===== src/rtl/loader_pkg.sv =====
// loader_pkg: shared states, frame field widths and default header for the program loader.
package loader_pkg;

    localparam int BYTE_W  = 8;
    localparam int WORD_W  = 32;
    localparam int ADDR_W  = 32;
    localparam int COUNT_W = 16;

    localparam logic [BYTE_W-1:0] HEADER_BYTE_DEF = 8'hA5;

    typedef enum logic [2:0] {
        S_IDLE,
        S_LEN_HI,
        S_LEN_LO,
        S_DATA,
        S_WRITE,
        S_CHECK,
        S_DONE,
        S_ERROR
    } state_e;

endpackage


===== src/rtl/word_assembler.sv =====
// word_assembler: shifts four big-endian bytes into one instruction word.
// word_o already includes byte_i so the caller can latch the complete word on the 4th byte.
module word_assembler
    import loader_pkg::*;
(
    input  logic              clk,
    input  logic              reset,
    input  logic              clr_i,
    input  logic              en_i,
    input  logic [BYTE_W-1:0] byte_i,
    output logic [WORD_W-1:0] word_o,
    output logic              full_o
);

    logic [WORD_W-1:0] shift_q, shift_d;
    logic [1:0]        idx_q, idx_d;

    assign word_o = {shift_q[WORD_W-BYTE_W-1:0], byte_i};
    assign full_o = &idx_q;

    always_comb begin
        shift_d = clr_i ? '0 : en_i ? word_o : shift_q;
        idx_d   = clr_i ? '0 : en_i ? idx_q + 2'd1 : idx_q;
    end

    always_ff @(posedge clk or posedge reset) begin
        if (reset) begin
            shift_q <= '0;
            idx_q   <= '0;
        end else begin
            shift_q <= shift_d;
            idx_q   <= idx_d;
        end
    end

endmodule


===== src/rtl/program_loader.sv =====
// program_loader: decodes a framed serial image into program memory writes
// and releases the processor only once the checksum has matched.
module program_loader
    import loader_pkg::*;
#(
    parameter int unsigned       MEMORY_DEPTH = 256,
    parameter logic [ADDR_W-1:0] BASE_ADDRESS = 32'h0040_0000,
    parameter logic [ADDR_W-1:0] PC_INCREMENT = 32'd4,
    parameter logic [BYTE_W-1:0] HEADER_BYTE  = HEADER_BYTE_DEF
) (
    input  logic               clk,
    input  logic               reset,
    input  logic               rx_valid,
    input  logic [BYTE_W-1:0]  rx_data,
    output logic               rx_ready,
    output logic               mem_we,
    output logic [ADDR_W-1:0]  mem_addr,
    output logic [WORD_W-1:0]  mem_wdata,
    output logic               cpu_run,
    output logic               load_done,
    output logic               load_error,
    output logic [COUNT_W-1:0] words_loaded
);

    state_e              state_q, state_d;
    logic [BYTE_W-1:0]   xor_q, xor_d;
    logic [COUNT_W-1:0]  cnt_q, cnt_d;
    logic [COUNT_W-1:0]  wl_q, wl_d;
    logic [ADDR_W-1:0]   addr_q, addr_d;
    logic [WORD_W-1:0]   wdata_q, wdata_d;
    logic                we_q, we_d;
    logic                run_q, done_q, err_q;
    logic                xfer, asm_clr, asm_en, asm_full;
    logic [WORD_W-1:0]   asm_word;
    logic [COUNT_W-1:0]  len;

    assign rx_ready     = state_q != S_WRITE;
    assign xfer         = rx_valid && rx_ready;
    assign len          = {cnt_q[COUNT_W-1:BYTE_W], rx_data};
    assign mem_we       = we_q;
    assign mem_addr     = addr_q;
    assign mem_wdata    = wdata_q;
    assign cpu_run      = run_q;
    assign load_done    = done_q;
    assign load_error   = err_q;
    assign words_loaded = wl_q;

    word_assembler u_asm (
        .clk    (clk),
        .reset  (reset),
        .clr_i  (asm_clr),
        .en_i   (asm_en),
        .byte_i (rx_data),
        .word_o (asm_word),
        .full_o (asm_full)
    );

    always_comb begin
        state_d = state_q;
        xor_d   = xor_q;
        cnt_d   = cnt_q;
        wl_d    = wl_q;
        addr_d  = addr_q;
        wdata_d = wdata_q;
        we_d    = 1'b0;
        asm_clr = 1'b0;
        asm_en  = 1'b0;
        case (state_q)
            S_IDLE, S_DONE, S_ERROR: begin
                if (xfer && rx_data == HEADER_BYTE) begin
                    state_d = S_LEN_HI;
                    xor_d   = '0;
                    wl_d    = '0;
                    addr_d  = BASE_ADDRESS;
                    asm_clr = 1'b1;
                end
            end
            S_LEN_HI: begin
                if (xfer) begin
                    cnt_d[COUNT_W-1:BYTE_W] = rx_data;
                    xor_d   = xor_q ^ rx_data;
                    state_d = S_LEN_LO;
                end
            end
            S_LEN_LO: begin
                if (xfer) begin
                    cnt_d   = len;
                    xor_d   = xor_q ^ rx_data;
                    state_d = 32'(len) > MEMORY_DEPTH ? S_ERROR :
                              len == '0               ? S_CHECK : S_DATA;
                end
            end
            S_DATA: begin
                if (xfer) begin
                    xor_d  = xor_q ^ rx_data;
                    asm_en = 1'b1;
                    if (asm_full) begin
                        state_d = S_WRITE;
                        we_d    = 1'b1;
                        wdata_d = asm_word;
                    end
                end
            end
            S_WRITE: begin
                wl_d    = wl_q + 16'd1;
                addr_d  = addr_q + PC_INCREMENT;
                state_d = wl_q + 16'd1 == cnt_q ? S_CHECK : S_DATA;
            end
            S_CHECK: begin
                if (xfer)
                    state_d = rx_data == xor_q ? S_DONE : S_ERROR;
            end
        endcase
    end

    // Status flags follow the next state so they rise on the same edge that accepts the deciding byte.
    always_ff @(posedge clk or posedge reset) begin
        if (reset) begin
            state_q <= S_IDLE;
            xor_q   <= '0;
            cnt_q   <= '0;
            wl_q    <= '0;
            addr_q  <= BASE_ADDRESS;
            wdata_q <= '0;
            we_q    <= 1'b0;
            run_q   <= 1'b0;
            done_q  <= 1'b0;
            err_q   <= 1'b0;
        end else begin
            state_q <= state_d;
            xor_q   <= xor_d;
            cnt_q   <= cnt_d;
            wl_q    <= wl_d;
            addr_q  <= addr_d;
            wdata_q <= wdata_d;
            we_q    <= we_d;
            run_q   <= state_d == S_DONE;
            done_q  <= state_d == S_DONE;
            err_q   <= state_d == S_ERROR;
        end
    end

endmodule

===== config.mk =====
export PLATFORM = sky130hd
export DESIGN_NAME = program_loader
export DESIGN_NICKNAME = d
export VERILOG_FILES = /design/src/rtl/loader_pkg.sv /design/src/rtl/word_assembler.sv /design/src/rtl/program_loader.sv
export SDC_FILE = /design/constraint.sdc
export NUM_CORES = 1
export LEC_CHECK = 0
export ABC_CLOCK_PERIOD_IN_PS = 6100
export CAP_MARGIN = 40
export CORE_AREA = 8 8 125 127
export DETAILED_ROUTE_END_ITERATION = 8
export DIE_AREA = 0 0 133 135
export DONT_BUFFER_PORTS = 1
export GPL_TIMING_DRIVEN = 0
export PLACE_DENSITY = 0.76
export SLEW_MARGIN = 20
export SYNTH_ARGS = -nofsm -noshare
export SYNTH_HDL_FRONTEND = slang
export SYNTH_SLANG_ARGS = --single-unit

===== constraint.sdc =====
create_clock -name clk -period 6.1 [get_ports clk]
set_input_delay 1.22 -clock clk [delete_from_list [all_inputs] [get_ports clk]]
set_output_delay 1.22 -clock clk [all_outputs]
set_load 0.02 [all_outputs]

; Word level (Yosys, flattened, before mapping)
; Index checks and enable logic that the tools add are counted.
[word_totals]
ramBits = 0
latchBits = 0
word_cells = 79
register_bits = 136
memories = 0
romBits = 0
output_inout_bits = 85
inputBits = 11
[op_classes]
reduce_logical = 15
n_eq_ne = 15
mux = 31
n_shift = 0
order_cmp = 1
n_mul = 0
bitwise_logic = 2
n_div = 0
addsub = 3
[op_table]
columns = operator, count
row1 = 32-bit one-hot mux with 2 select lines, 1
row2 = 24-bit two-way mux, 2
row3 = 32-bit by 3-bit adder with 32-bit output (second input constant), 1
row4 = 32-bit two-way mux, 1
row5 = 16-bit one-hot mux with 2 select lines, 1
row6 = 8-bit one-hot mux with 2 select lines, 2
row7 = 3-bit two-way mux, 9
row8 = 8-bit two-way mux, 3
row9 = 3-bit equality test (second input constant), 6
row10 = 3-bit one-hot mux with 6 select lines, 1
row11 = 16-bit by 1-bit adder with 16-bit output (second input constant), 1
row12 = 16-bit equality test, 1
row13 = 16-bit by 9-bit > comparator with 1-bit output (second input constant), 1
row14 = 16-bit logical NOT, 1
row15 = 16-bit two-way mux, 1
row16 = 8-bit equality test, 1
row17 = 8-bit equality test (second input constant), 1
row18 = 1-bit two-way mux, 8
row19 = 8-bit XOR, 1
row20 = 3-bit by 2-bit equality test with 1-bit output (second input constant), 2
row21 = 2-bit AND reduction, 3
row22 = 3-bit AND reduction, 2
row23 = 2-bit nonzero test, 3
row24 = 3-bit OR reduction, 2
row25 = other kinds (10), 12

; Longest topological paths before layout
[depth]
depth_word = 6
depth_mapped = 9
ltp_nobuf = 7

; Modules after synthesis
; Synthesis repeated with hierarchy kept, for this count alone.
[hier_totals]
hier_cells = 622
area_unflattened_um2 = 6620.1
[modules_own_cells]
columns = module, area_each_um2, cells_each, n_inst, seq_area_each_um2
row1 = program_loader, 5469.0, 528, 1, 2703.8
row2 = word_assembler, 1151.1, 94, 1, 650.6

; Worst setup path after synthesis
; OpenSTA, ideal clock, no wires.
[synth_timing]
kind = input to register
startpoint = input rx_data[3]
endpoint = register addr_q[3], in the netlist mem_addr[3]
t_arrival_ns = 2.679
required_ns = 5.979
setup_time_ns = 0.121
path_slack_ns = 3.300
path_stages = 7
n_path_buf = 2
cell_sequence = buf_4 or4_4 nor2_4 nand3_4 o21a_4 buf_6 a22o_1
[synth_between]
elab_chain_len = 4
[synth_lines]
columns = element, line_no
row1 = from (decl), program_loader.sv:14  ; input logic [BYTE_W-1:0] rx_data,
row2 = 8-bit equality test, program_loader.sv:70  ; if (xfer && rx_data == HEADER_BYTE) begin
row3 = 1-bit logical AND, program_loader.sv:70
row4 = 2-bit != test (no line), --
row5 = 2-bit AND reduction (no line), --
row6 = to (signal assigned), program_loader.sv:134  ; addr_q <= addr_d;
row7 = to (decl), program_loader.sv:29  ; logic [ADDR_W-1:0] addr_q, addr_d;
; No other way between the ends.
; A chain may end at the register's enable or synchronous reset.

; Worst setup path after layout
[layout_timing]
startpoint = register state_q[2]
endpoint = output rx_ready
[layout_between]
elab_chain_len = 1
[layout_lines]
columns = element, line_no
row1 = from (decl), program_loader.sv:25  ; state_e state_q, state_d;
row2 = from (signal assigned), program_loader.sv:130  ; state_q <= state_d;
row3 = 3-bit != test, program_loader.sv:37  ; assign rx_ready = state_q != S_WRITE;
row4 = to (decl), program_loader.sv:15  ; output logic rx_ready,
; No other way between the ends.

==> flow_metrics.tcl <==
set metrics [dict create \
    maxCapViolCount 0 \
    fp.dieH_um 135 \
    critPathLaunch "state_q[2]" \
    hold_start "u_asm.shift_q[16]" \
    crit_family "buffers and inverters" \
    synth_area_sq_um 6700 \
    crit_path_start_kind "register" \
    num-fill-cells 1134 \
    yosys_warnings 0 \
    grt_max_degree 84 \
    first_pass_iters 5 \
    first_iter_violations 453 \
    coreArea_sq_um 13600 \
    comb_power_share_pct 27.6 \
    groute.usage.overall_pct 19.4 \
    placed_area_sq_um 6960 \
    fin_crit_sh_pct 52.3 \
    maxSlewViolCount 0 \
    synth_edf_count 0 \
    syn_avg_cell_area_sq_um 9.44 \
    hold_violations 0 \
    ctsHoldBuffers 0 \
    synth.distinct_cells 65 \
    hpwl_um 12000 \
    num_vias 5420 \
    ys.flop_type "dfrtp_1" \
    wl_per_cell_um 18.5 \
    peakVddDrop_mv 0.232 \
    path_clk_slew_ns 0.06 \
    power_density_nw_per_um2 530 \
    drc 0 \
    synth_area_leader_cell "dfrtp_1" \
    leakage_nw 3.51 \
    cts_tree "done" \
    setup_viol_count_final 0 \
    numClockSinks 134 \
    drive_gt1_share_pct 11.4 \
    htreeDepth 4 \
    period_needed_ns 3.19 \
    clkPwrFrac_pct 26.5 \
    setup_ws_ns 2.91 \
    max_slew_margin_pct 50.9 \
    layout_commonest_cell "nand2_1" \
    slowest_stage "clkbuf_1" \
    pre_cts_slack_ns 2.89 \
    worst_clock_skew_ns 0.00763 \
    final_cell_mix "nand2_1, dfrtp_1, o21ai_0" \
    p_switching_w 0.00160 \
    regArea_sq_um 3350 \
    antenna_cells 0 \
    crit_required_ns 4.88 \
    die-area_sq_um 18000 \
    cp_slowest_stage_delay_ns 0.58 \
    post-route-util_pct 55.6 \
    worst_pin_slew_ns 0.737 \
    grt_use_met1_pct 22.7 \
    gp_congestion 0.880 \
    crit_fanout 10 \
    path_cells "nor3b_2 > buf_2 > inv_1 > clkbuf_1" \
    p_seq_share_pct 45.9 \
    outcome "completed" \
    clock_path_buffers 2 \
    synth_top_area_share_pct 49.7 \
    syn_inst 709 \
    stdcell_area_sq_um 7570 \
    multiInputGateArea_sq_um 3070 \
    fmax_ghz 0.314 \
    initial_core_util_pct 49.2 \
    cp_num_buf_inv 3 \
    post_cts_resized 0 \
    core.rowCount 43 \
    clock_latency_ns 0.43 \
    cts-root-buf "clkbuf_16" \
    grt_overflow 0 \
    hold_path_class "reg -> reg" \
    synthTopCellsByArea "dfrtp_1, nand2_1, mux2i_1, o21ai_0, nor2_1" \
    path_class "reg -> out" \
    grt.met3_usage_pct 6.95 \
    p_sw_share_pct 39.8 \
    gr-usage-met2_pct 31.5 \
    num-nets-final 744 \
    grt_pass1_wl_um 27800 \
    chipWidth_um 133 \
    arrival_ns 1.97 \
    floorplan.io_pins 96 \
    ys_seq_area_share_pct 50.1 \
    grt.busiest_layer "met2" \
    io_buffers 0 \
    routed_wl_um 17100 \
    cts_buffers 17 \
    antenna_found_initial 0 \
    antenna_left 0 \
    vias_per_cell 5.87 \
    r2r-start "words_loaded[0]" \
    rsz0062_at_grt "no" \
    setup_tns_ns 0 \
    synthArstFlopShare_pct 100 \
    end_kind "output pin" \
    ys_ff_latch 134 \
    syn_to_final_growth_pct 13.1 \
    grt_pass1_vias 5219 \
    p_int_w 0.00242 \
    post_cts_buffers 0 \
]
[cells by family (layout without fill, tap and decap cells)]
logic type	Yosys count	in the layout	synth area share, %
muxes	50	50	7.79
adders and majority gates	3	3	0.561
DFF	134	134	50.1
buffers and inverters	59	92	4.07
AOI/OAI and AO/OA	118	118	10.9
xor gates and xnor gates	29	29	3.79
other	1	2	0.0560
and+or+nand+nor	315	315	22.7
[synthesized netlist by cell type, drive strengths merged (2+ instances only)]
library cell  count
a22o              2
nor3             17
nand4            15
and4              6
o22ai             4
nor3b             4
nor2b             3
o211ai            5
nor2             52
dfrtp           133
nand2           141
buf              25
ha                3
a21oi            19
nand2b           13
xnor2            19
inv              13
nor4              9
o21ai            55
clkbuf           21
o21a              2
o2111ai           2
o22a              2
a21o              2
or3               3
nand3            34
xor2             10
a31oi             3
and3             10
o31ai             9
mux2             17
mux2i            33
nand4b            3
and2              3
[state kept, by name (all words and copies together) (netlist names), 2 cells and up]
| signal | cells |
|---|---|
| u_asm.idx_q | 2 |
| state_q | 3 |
| cnt_q | 16 |
| u_asm.shift_q | 24 |
| mem_wdata | 32 |
| xor_q | 8 |
| words_loaded | 16 |
| mem_addr | 30 |
[path summary, 6_finish.rpt]
check | endpoint | slack (ns) | depth (start not counted)
max in group asynchronous | cnt_q[4] | 4.75 | 2
max | rx_ready | 2.91 | 4
min | mem_wdata[24] | 0.48 | 2
max reg2reg | state_q[1] | 3.49 | 8
min in group asynchronous | mem_addr[31] | 0.65 | 1
min reg2reg | mem_wdata[24] | 0.48 | 2
[worst register-to-register path, delay by kind of cell, from the launching register on]
kind / cells / cell delay [ns]
adders and majority gates: 1 / 0.21
buffers and inverters: 1 / 0.17
and+or+nand+nor: 5 / 1.34
AOI/OAI and AO/OA: 1 / 0.22
DFF: 1 / 0.57
[layout make-up]
| cell class | count | area share (%) |
|---|---|---|
| tap | 180 | 2.97 |
| inverter | 13 | 0.743 |
| sequential | 134 | 44.3 |
| clock inverter | 12 | 2.33 |
| clock buffer | 20 | 5.77 |
| buffer | 46 | 2.96 |
| multi-input combinational | 517 | 40.6 |
| timing repair buffer | 1 | 0.363 |
[through the flow]
| step | cells | power [W] | hold WS (ns) |
|---|---|---|---|
| final | 923 | 0.00401 | 0.475 |
| after global routing | 923 | 0.00425 | 0.500 |
| after CTS | 923 | 0.00404 | 0.483 |
| after detailed placement | 891 | 0.00294 | 0.481 |
| after global placement | 890 | 0.00287 | 0.461 |
| after floorplan | 710 | 0.00261 | 0.438 |
[power groups by stage]
stage,Sequential [W],Clock [W],Combinational [W]
finish,0.00184,0.00106,0.00111
global route,0.00189,0.00111,0.00126
CTS,0.00185,0.00108,0.00111
detailed placement,0.00186,0,0.00108
global placement,0.00184,0,0.00103
floorplan,0.00172,0,0.000895
[metal layers]
metal	vias to the layer above	part of all wire [%]
met5	-	0
met4	0	2.5
met3	30	8.9
met2	209	49
met1	2678	40
li1	2503	-
Note: power is estimated with default switching activity, not from simulation.
